**src/rtl/parking_lot_pkg.sv**
```systemverilog
// Shared types and defaults for the parking-lot controller slice.
package parking_lot_pkg;

  typedef enum logic [0:0] {
    StIdle = 1'b0,
    StOpen = 1'b1
  } entry_state_e;

  localparam int unsigned DefaultNumSlots    = 8;
  localparam int unsigned DefaultGateTimeout = 100;
  localparam int unsigned StatsW             = 16;

  function automatic logic [StatsW-1:0] sat_inc(input logic [StatsW-1:0] val);
    return (val == '1) ? val : val + StatsW'(1);
  endfunction

endpackage

```
**src/rtl/parking_slot_finder.sv**
```systemverilog
// Combinational priority encoder: lowest-index free slot plus an any-free flag.
module parking_slot_finder #(
  parameter int unsigned NUM_SLOTS = 8,
  parameter int unsigned SLOT_W    = 3
) (
  input  logic [NUM_SLOTS-1:0] occupancy_i,
  output logic [SLOT_W-1:0]    free_idx_o,
  output logic                 any_free_o
);

  // Scan high to low so the lowest free index is the last one written.
  always_comb begin
    free_idx_o = '0;
    any_free_o = 1'b0;
    for (int i = int'(NUM_SLOTS) - 1; i >= 0; i--) begin
      if (!occupancy_i[i]) begin
        free_idx_o = SLOT_W'(i);
        any_free_o = 1'b1;
      end
    end
  end

endmodule

```
**src/rtl/parking_lot_controller.sv**
```systemverilog
// Slot occupancy tracker with entry-gate FSM (timeout) and exit release path.
// Optional statistics counters are enabled with PARKING_LOT_STATS_EN.
module parking_lot_controller
  import parking_lot_pkg::*;
#(
  parameter int unsigned NUM_SLOTS    = DefaultNumSlots,
  parameter int unsigned SLOT_W       = 3,
  parameter int unsigned GATE_TIMEOUT = DefaultGateTimeout
) (
  input  logic                 clk,
  input  logic                 rst,
  input  logic                 enter_req,
  input  logic                 car_passed,
  input  logic                 exit_valid,
  input  logic [SLOT_W-1:0]    exit_slot,
  output logic                 gate_open,
  output logic [SLOT_W-1:0]    enter_slot,
  output logic                 enter_reject,
  output logic                 gate_timeout,
  output logic                 exit_error,
  output logic [NUM_SLOTS-1:0] occupancy,
  output logic [SLOT_W:0]      free_count,
  output logic                 full,
  output logic                 empty
`ifdef PARKING_LOT_STATS_EN
  ,
  output logic [StatsW-1:0]    total_entries,
  output logic [StatsW-1:0]    total_rejects
`endif
);

  localparam int unsigned TimerW = (GATE_TIMEOUT > 1) ? $clog2(GATE_TIMEOUT) : 1;
  localparam logic [TimerW-1:0] TimerLast = TimerW'(GATE_TIMEOUT - 1);

  entry_state_e state_q, state_d;

  logic [TimerW-1:0]    timer_q, timer_d;
  logic [NUM_SLOTS-1:0] occ_q, occ_d;
  logic                 gate_open_q, gate_open_d;
  logic [SLOT_W-1:0]    enter_slot_q, enter_slot_d;
  logic                 reject_q, reject_d;
  logic                 timeout_q, timeout_d;
  logic                 exit_err_q, exit_err_d;
  logic [SLOT_W:0]      free_count_q, free_count_d;
  logic                 full_q, full_d;
  logic                 empty_q, empty_d;

  logic [SLOT_W-1:0]    free_idx;
  logic                 any_free;
  logic                 alloc;
  logic                 release_slot;
  logic [NUM_SLOTS-1:0] alloc_dec, slot_dec, exit_dec;
  logic                 exit_in_range, exit_ok;
  logic [SLOT_W:0]      used_cnt;

  parking_slot_finder #(
    .NUM_SLOTS (NUM_SLOTS),
    .SLOT_W    (SLOT_W)
  ) u_finder (
    .occupancy_i (occ_q),
    .free_idx_o  (free_idx),
    .any_free_o  (any_free)
  );

  // Entry FSM: state register.
  always_ff @(posedge clk or posedge rst) begin
    if (rst) begin
      state_q <= StIdle;
    end else begin
      state_q <= state_d;
    end
  end

  // Entry FSM: next state. car_passed has priority over the timeout.
  always_comb begin
    state_d = state_q;
    unique case (state_q)
      StIdle: if (enter_req && any_free) state_d = StOpen;
      StOpen: if (car_passed || (timer_q == TimerLast)) state_d = StIdle;
      default: state_d = StIdle;
    endcase
  end

  // Entry FSM: outputs and datapath controls.
  always_comb begin
    timer_d      = timer_q;
    gate_open_d  = gate_open_q;
    enter_slot_d = enter_slot_q;
    reject_d     = 1'b0;
    timeout_d    = 1'b0;
    alloc        = 1'b0;
    release_slot = 1'b0;
    unique case (state_q)
      StIdle: begin
        timer_d = '0;
        if (enter_req) begin
          if (any_free) begin
            alloc        = 1'b1;
            enter_slot_d = free_idx;
            gate_open_d  = 1'b1;
          end else begin
            reject_d = 1'b1;
          end
        end
      end
      StOpen: begin
        if (car_passed) begin
          gate_open_d = 1'b0;
        end else if (timer_q == TimerLast) begin
          gate_open_d  = 1'b0;
          timeout_d    = 1'b1;
          release_slot = 1'b1;
        end else begin
          timer_d = timer_q + TimerW'(1);
        end
      end
      default: ;
    endcase
  end

  // Occupancy update: allocation uses pre-exit occupancy, so a slot vacated
  // this cycle is never handed out in the same cycle.
  always_comb begin
    for (int unsigned i = 0; i < NUM_SLOTS; i++) begin
      alloc_dec[i] = (free_idx == SLOT_W'(i));
      slot_dec[i]  = (enter_slot_q == SLOT_W'(i));
      exit_dec[i]  = (exit_slot == SLOT_W'(i));
    end
    exit_in_range = (32'(exit_slot) < NUM_SLOTS);
    exit_ok       = exit_valid && exit_in_range && |(exit_dec & occ_q);
    exit_err_d    = exit_valid && !exit_ok;

    occ_d = occ_q;
    if (alloc)        occ_d = occ_d | alloc_dec;
    if (release_slot) occ_d = occ_d & ~slot_dec;
    if (exit_ok)      occ_d = occ_d & ~exit_dec;

    used_cnt = '0;
    for (int unsigned i = 0; i < NUM_SLOTS; i++) begin
      used_cnt = used_cnt + (SLOT_W+1)'(occ_d[i]);
    end
    free_count_d = (SLOT_W+1)'(NUM_SLOTS) - used_cnt;
    full_d       = &occ_d;
    empty_d      = ~|occ_d;
  end

  always_ff @(posedge clk or posedge rst) begin
    if (rst) begin
      timer_q      <= '0;
      occ_q        <= '0;
      gate_open_q  <= 1'b0;
      enter_slot_q <= '0;
      reject_q     <= 1'b0;
      timeout_q    <= 1'b0;
      exit_err_q   <= 1'b0;
      free_count_q <= (SLOT_W+1)'(NUM_SLOTS);
      full_q       <= 1'b0;
      empty_q      <= 1'b1;
    end else begin
      timer_q      <= timer_d;
      occ_q        <= occ_d;
      gate_open_q  <= gate_open_d;
      enter_slot_q <= enter_slot_d;
      reject_q     <= reject_d;
      timeout_q    <= timeout_d;
      exit_err_q   <= exit_err_d;
      free_count_q <= free_count_d;
      full_q       <= full_d;
      empty_q      <= empty_d;
    end
  end

  assign gate_open    = gate_open_q;
  assign enter_slot   = enter_slot_q;
  assign enter_reject = reject_q;
  assign gate_timeout = timeout_q;
  assign exit_error   = exit_err_q;
  assign occupancy    = occ_q;
  assign free_count   = free_count_q;
  assign full         = full_q;
  assign empty        = empty_q;

`ifdef PARKING_LOT_STATS_EN
  logic [StatsW-1:0] entries_q, entries_d;
  logic [StatsW-1:0] rejects_q, rejects_d;

  always_comb begin
    entries_d = ((state_q == StOpen) && car_passed) ? sat_inc(entries_q) : entries_q;
    rejects_d = reject_d ? sat_inc(rejects_q) : rejects_q;
  end

  always_ff @(posedge clk or posedge rst) begin
    if (rst) begin
      entries_q <= '0;
      rejects_q <= '0;
    end else begin
      entries_q <= entries_d;
      rejects_q <= rejects_d;
    end
  end

  assign total_entries = entries_q;
  assign total_rejects = rejects_q;
`endif

endmodule

```
**config.mk**
```make
export PLATFORM = sky130hd
export DESIGN_NAME = parking_lot_controller
export DESIGN_NICKNAME = d
export VERILOG_FILES = /design/src/rtl/parking_lot_pkg.sv /design/src/rtl/parking_slot_finder.sv /design/src/rtl/parking_lot_controller.sv
export SDC_FILE = /design/constraint.sdc
export NUM_CORES = 1
export LEC_CHECK = 0
export CAP_MARGIN = 20
export CORE_ASPECT_RATIO = 1.2
export CORE_UTILIZATION = 53
export CTS_CLUSTER_SIZE = 14
export DETAILED_ROUTE_END_ITERATION = 8
export GPL_TIMING_DRIVEN = 0
export PLACE_DENSITY = 0.8
export SYNTH_ARGS = -nofsm -noshare
export SYNTH_HDL_FRONTEND = slang
export SYNTH_SLANG_ARGS = --single-unit
```
**constraint.sdc**
```tcl
create_clock -name clk -period 5 [get_ports clk]
set_clock_uncertainty 0.05 [all_clocks]
set_input_delay 0.5 -clock clk [delete_from_list [all_inputs] [get_ports clk]]
set_output_delay 0.5 -clock clk [all_outputs]
set_load 0.01 [all_outputs]
```
* After elaboration in Yosys (flattened, before gate mapping)
Index checks and enable logic that the tools add are counted.
** Word-level totals
- Bits in registers :: 29
- Input bits :: 8
** Cells by class
- Add/subtract/negate cells :: 9
- Eq/ne operators :: 27
- Muxes and demuxes :: 39
- Bitwise logic cells :: 7
- Reduce and logical (&&, ||, !) cells :: 15
** Operator list (count)
- $eq A3 B3 Y1 const B :: 12
- $and A8 B8 Y8 :: 3
- $mux W3 :: 8
- $mux W8 :: 3
- $mux W1 :: 23
- $eq A3 B2 Y1 const B :: 6
- $add A4 B1 Y4 :: 4
- $not A8 Y8 :: 2
- $reduce_or A8 Y1 :: 2
- $mux W7 :: 2
- $pmux W7 S2 :: 1
- $eq A3 B1 Y1 const B :: 3
- $logic_not A3 Y1 :: 3
- $ne A2 B2 Y1 const B :: 4
- $or A8 B8 Y8 :: 1
- $reduce_and A8 Y1 :: 1
- $add A7 B1 Y7 const B :: 1
- $eq A7 B7 Y1 const B :: 1
- $reduce_and A3 Y1 :: 2
- $add A3 B1 Y4 :: 1
- $pmux W1 S2 :: 2
- $sub A4 B4 Y4 const A :: 1
- $add A2 B1 Y3 :: 1
- $logic_and A1 B1 Y1 :: 3
- other kinds (6) :: 7

* Longest topological paths before layout
- Word-level depth :: 24
- Gate-level depth with buffers :: 12
- Gate-level depth less buffers :: 11

* Hierarchy
From an unflattened synthesis, not the netlist that was laid out.
** Second synthesis, totals
- Cell total of the unflattened synthesis :: 168
- Area, all modules :: 1740.4 µm²
** By module, submodules not included
- parking_lot_controller :: instances 1, cells each 154, area an instance 1662.8 µm²
- parking_slot_finder :: instances 1, cells each 14, area an instance 77.6 µm²

* Least setup slack after synthesis
No wires, ideal clock.
- Kind :: input -> register
- Start :: input exit_slot[0]
- End :: register free_count_q[2] (netlist: free_count[2])
- Data arrival time :: 3.620 ns
- Setup slack :: 1.205 ns
- Stages :: 12
- Cell sequence :: buf_6 > and2b_2 > a221oi_1 > a21oi_1 > nor3b_1 > a211oi_1 > fa_1 > inv_1 > ha_1 > fa_1 > fa_1 > ha_1
** RTL lines
- start: declaration :: line parking_lot_controller.sv:15 : input logic [SLOT_W-1:0] exit_slot,
- $eq A3 B1 Y1, or another cell as far along :: line parking_lot_controller.sv:127 : exit_dec[i] = (exit_slot == SLOT_W'(i));
- $and A8 B8 Y8 :: line parking_lot_controller.sv:130 : exit_ok = exit_valid && exit_in_range && |(exit_dec & occ_q);
- $reduce_or A8 Y1 :: line parking_lot_controller.sv:130
- $logic_and A1 B1 Y1 :: line parking_lot_controller.sv:130
- $mux W8 * :: line parking_lot_controller.sv:136 : if (exit_ok) occ_d = occ_d & ~exit_dec;
- via occ_d[4] :: line parking_lot_controller.sv:38 : logic [NUM_SLOTS-1:0] occ_q, occ_d;
- $add A4 B1 Y4 * (4 in a row) :: line parking_lot_controller.sv:140 : used_cnt = used_cnt + (SLOT_W+1)'(occ_d[i]);
- $sub A4 B4 Y4 * :: line parking_lot_controller.sv:142 : free_count_d = (SLOT_W+1)'(NUM_SLOTS) - used_cnt;
- via free_count_d[2] :: line parking_lot_controller.sv:44 : logic [SLOT_W:0] free_count_q, free_count_d;
- end signal: assignment :: line parking_lot_controller.sv:156 : free_count_q <= (SLOT_W+1)'(NUM_SLOTS);
- end signal: assignment :: line parking_lot_controller.sv:167 : free_count_q <= free_count_d;
- end: declaration :: line parking_lot_controller.sv:44
Mark *: on every way through the listed nets, which the timed path passes. The rest lies on a longest branch.
A chain may end at the register's enable or synchronous reset.

* Worst setup path after layout
- Start :: input exit_slot[1]
- End :: register free_count_q[2] (netlist: free_count[2])
The elaborated chain is that of the path after synthesis.

==> flow_summary.yaml <==
worst_hold_path:
  hold_class: "in -> async"
status:
  status: "finished clean"
routing:
  routedWlPerCell_um: 16.2
  wl_um: 3870
  viasPerCell: 5.88
  drt_first_pass_iters: 4
  route.antenna.remaining_nets: 0
  via_count: 1405
  drc: 0
  drt_iter0_markers: 61
cells_and_area:
  nets: 221
  final_cells: 239
  drive_gt1_share_pct: 16.7
  final_cell_area_um2: 2150
  area_growth_syn_to_layout_pct: 24.4
  finish.utilization_pct: 69.7
  num_antenna_cells: 0
logic_synthesis:
  avgSynthCellArea_um2: 10.3
  synth_edf_count: 0
  synth_fp_nets: 187
  synth_seq_cells: 29
  ys.flop_type: "dfrtp_1"
  synth_cell_type_count: 57
  syn_area_um2: 1730
  yosysSeqAreaShare_pct: 42.2
  synth_warnings: 0
  async_reset_ff_share_pct: 100
  netlist_instances: 168
setup_path:
  cp.arrival_ns: 4.27
  slowest_delay_ns: 0.50
  startpoint: "exit_slot[1]"
  crit_path_frequent_cell: "fa_1"
  crit_family: "adder cells"
  crit_slowest_cell: "clkdlybuf4s50_1"
  worst_setup_path_start_kind: "input pin"
  endpoint: "free_count[2]$_DFF_PP0_"
  critPathBufInv: 3
  path_class: "in -> reg"
  rrSetupSlack_ns: 1.03
  ff2ff_path_depth: 11
  cp-end-kind: "flip-flop"
  cp_cell_sequence: "clkdlybuf4s50_1, clkbuf_8, nor2_1, a221oi_1, a21oi_1, nor3b_1, a211oi_1, fa_1, inv_1, ha_1, fa_1, fa_1, ha_1"
  crit_required_ns: 5.18
  r2r-start: "occupancy[0]$_DFF_PP0_"
  worst-path-stages: 13
  cp_max_fo: 10
  reg2reg_to: "free_count[2]$_DFF_PP0_"
clock_network:
  post_cts.repair.setup_buffers: 0
  htreeDepth: 2
  postCtsResizedCells: 0
  hold_buffers: 0
  cts_tree: "done"
  numCtsBuffers: 5
  cts_buffer_depth: 2
  clock_latency_ns: 0.34
  cts-root-buf: "clkbuf_4"
  clkSinkCount: 29
  clk_pin_slew_ns: 0.10
global_route:
  grt-ovfl-total: 0
  grt_use_met3_pct: 7.75
  grt_max_degree: 30
  grt-busiest-layer: "met2"
  gr-usage-met2_pct: 38.0
  grt_util_all_layers_pct: 25.2
  grt_pass1_wl_um: 6280
  grt_pass1_vias: 1406
  grtUsageMet1_pct: 31.0
  antenna_found_initial: 0
power:
  pwr-share-comb_pct: 47.1
  internal_power_mw: 0.682
  p_leak_nw: 0.945
  seq_power_share_pct: 34.1
  p_sw_share_pct: 38.5
  p_clk_share_pct: 18.7
  vdd_drop_max_v: 0.000396
  switching_power_mw: 0.427
  p_total_mw: 1.11
  power_density_nw_per_um2: 516
floorplanning:
  core_area_um2: 3080
  rows: 22
  die_area_um2: 3490
  pin_count: 29
  start_util_pct: 56.0
  fp.dieH_um: 64.5
  die_w_um: 54.1
job:
  maxCapViolCount: 0
timing:
  slew_headroom_pct: 51.1
  period_share_pct: 81.7
  drv_slew: 0
  holdWs_ns: 0.363
  rsz0062_at_grt: "false"
  fmax_ghz: 0.245
  setup-violations-final: 0
  setup_ws_ns: 0.913
  fin_setup_tns_ns: 0
  tightestPinTransition_ns: 0.727
  hold_violations: 0
  layout_min_cycle_time_ns: 4.09
place:
  gp_congestion: 0.937
  hpwl_um: 2730
  place_ws_ns: 0.532
  dp.cells: 230
  io_buffers: 26
  dpl_cell_area_um2: 2030
## worst min path at each step
stage / from / end / depth (start not counted)
after global routing: rst / timer_q[4]$_DFFE_PP0P_ / 2
after floorplan: state_q$_DFF_PP0_ / state_q$_DFF_PP0_ / 2
after CTS: exit_slot[0] / exit_error$_DFF_PP0_ / 3
after global placement: gate_open$_DFFE_PP0P_ / gate_open$_DFFE_PP0P_ / 2
after detailed placement: gate_open$_DFFE_PP0P_ / gate_open$_DFFE_PP0P_ / 2
final: rst / occupancy[0]$_DFF_PP0_ / 2
## cell families after synthesis
kind of cell | synth area share, %
simple gates | 23.5
compound gates | 15.0
flops | 42.2
buf+inv | 4.78
fa+ha+maj | 9.71
xor+xnor | 3.04
mux | 1.81
## cell usage after synthesis, types with 2 or more instances
library cell	instances	area (µm²)
nand4b_1	3	26.3
dfstp_2	2	52.6
and2b_2	3	26.3
a21oi_1	8	40.0
a211oi_1	2	15.0
a22oi_1	2	15.0
o31ai_1	2	15.0
nor3_1	3	15.0
a21boi_0	2	15.0
inv_1	12	45.0
a21oi_2	2	17.5
and3_1	2	12.5
fa_1	4	80.1
nor2_1	14	52.6
xor2_1	5	43.8
nor2b_1	4	25.0
and2_1	5	31.3
ha_1	7	87.6
mux2i_1	2	20.0
nand3_1	5	25.0
dfrtp_1	27	676
nand2_1	15	56.3
o21ai_0	3	15.0
## flip-flops by register name, summed over array words and instances (netlist names), 3 cells and up
register    flops
timer_q         7
free_count      4
enter_slot      3
occupancy       8
## metal layers
metal  wire (µm)  vias to the layer above
li1            -                      665
met1        1650                      686
met3         183                       11
met4         124                        0
met2        1910                       43
met5           0                        -
## worst reg2reg max path: cells and delay by family, from the launching register on
kind                       cells  cell delay [ns]
and+or+nand+nor                2             0.46
DFF                            1             0.49
adders and majority gates      5             1.82
AOI/OAI and AO/OA              3             0.96
buffers and inverters          1             0.07
## area by class of cell
type                            count  area (µm²)
Buffer                              4        37.5
Sequential cell                    29         728
Tap cell                           36        45.0
Inverter                           12        45.0
Fill cell                         240         935
Timing Repair Buffer               27         288
Multi-Input combinational cell    123         916
Clock buffer                        6        51.3
Clock inverter                      2        37.5
## cells in the final DEF (no fill, tap or decap), types with 2 or more instances in the layout
| master | instances |
|---|---|
| dfrtp_1 | 27 |
| clkdlybuf4s50_1 | 26 |
| nand2_1 | 15 |
| nor2_1 | 14 |
| inv_1 | 12 |
| a21oi_1 | 8 |
| ha_1 | 7 |
| and2_1 | 5 |
| xor2_1 | 5 |
| nand3_1 | 5 |
| clkbuf_4 | 5 |
| nor2b_1 | 4 |
| fa_1 | 4 |
| o21ai_0 | 3 |
| nand4b_1 | 3 |
| and2b_2 | 3 |
| nor3_1 | 3 |
| mux2i_1 | 2 |
| a21boi_0 | 2 |
| o31ai_1 | 2 |
| clkbuf_8 | 2 |
| and3_1 | 2 |
| a22oi_1 | 2 |
| a211oi_1 | 2 |
| a21oi_2 | 2 |
| dfstp_2 | 2 |
## power by group through the flow
| stage | sequential (mW) | combinational (mW) | clock (mW) |
|---|---|---|---|
| 3_5_place_dp | 0.379 | 0.529 | 0 |
| 6_report | 0.378 | 0.523 | 0.208 |
| 5_1_grt | 0.383 | 0.606 | 0.219 |
| 4_1_cts | 0.375 | 0.532 | 0.212 |
| 3_3_place_gp | 0.374 | 0.512 | 0 |
| 2_1_floorplan | 0.381 | 0.314 | 0 |
Power figures use the tool's default switching activity.
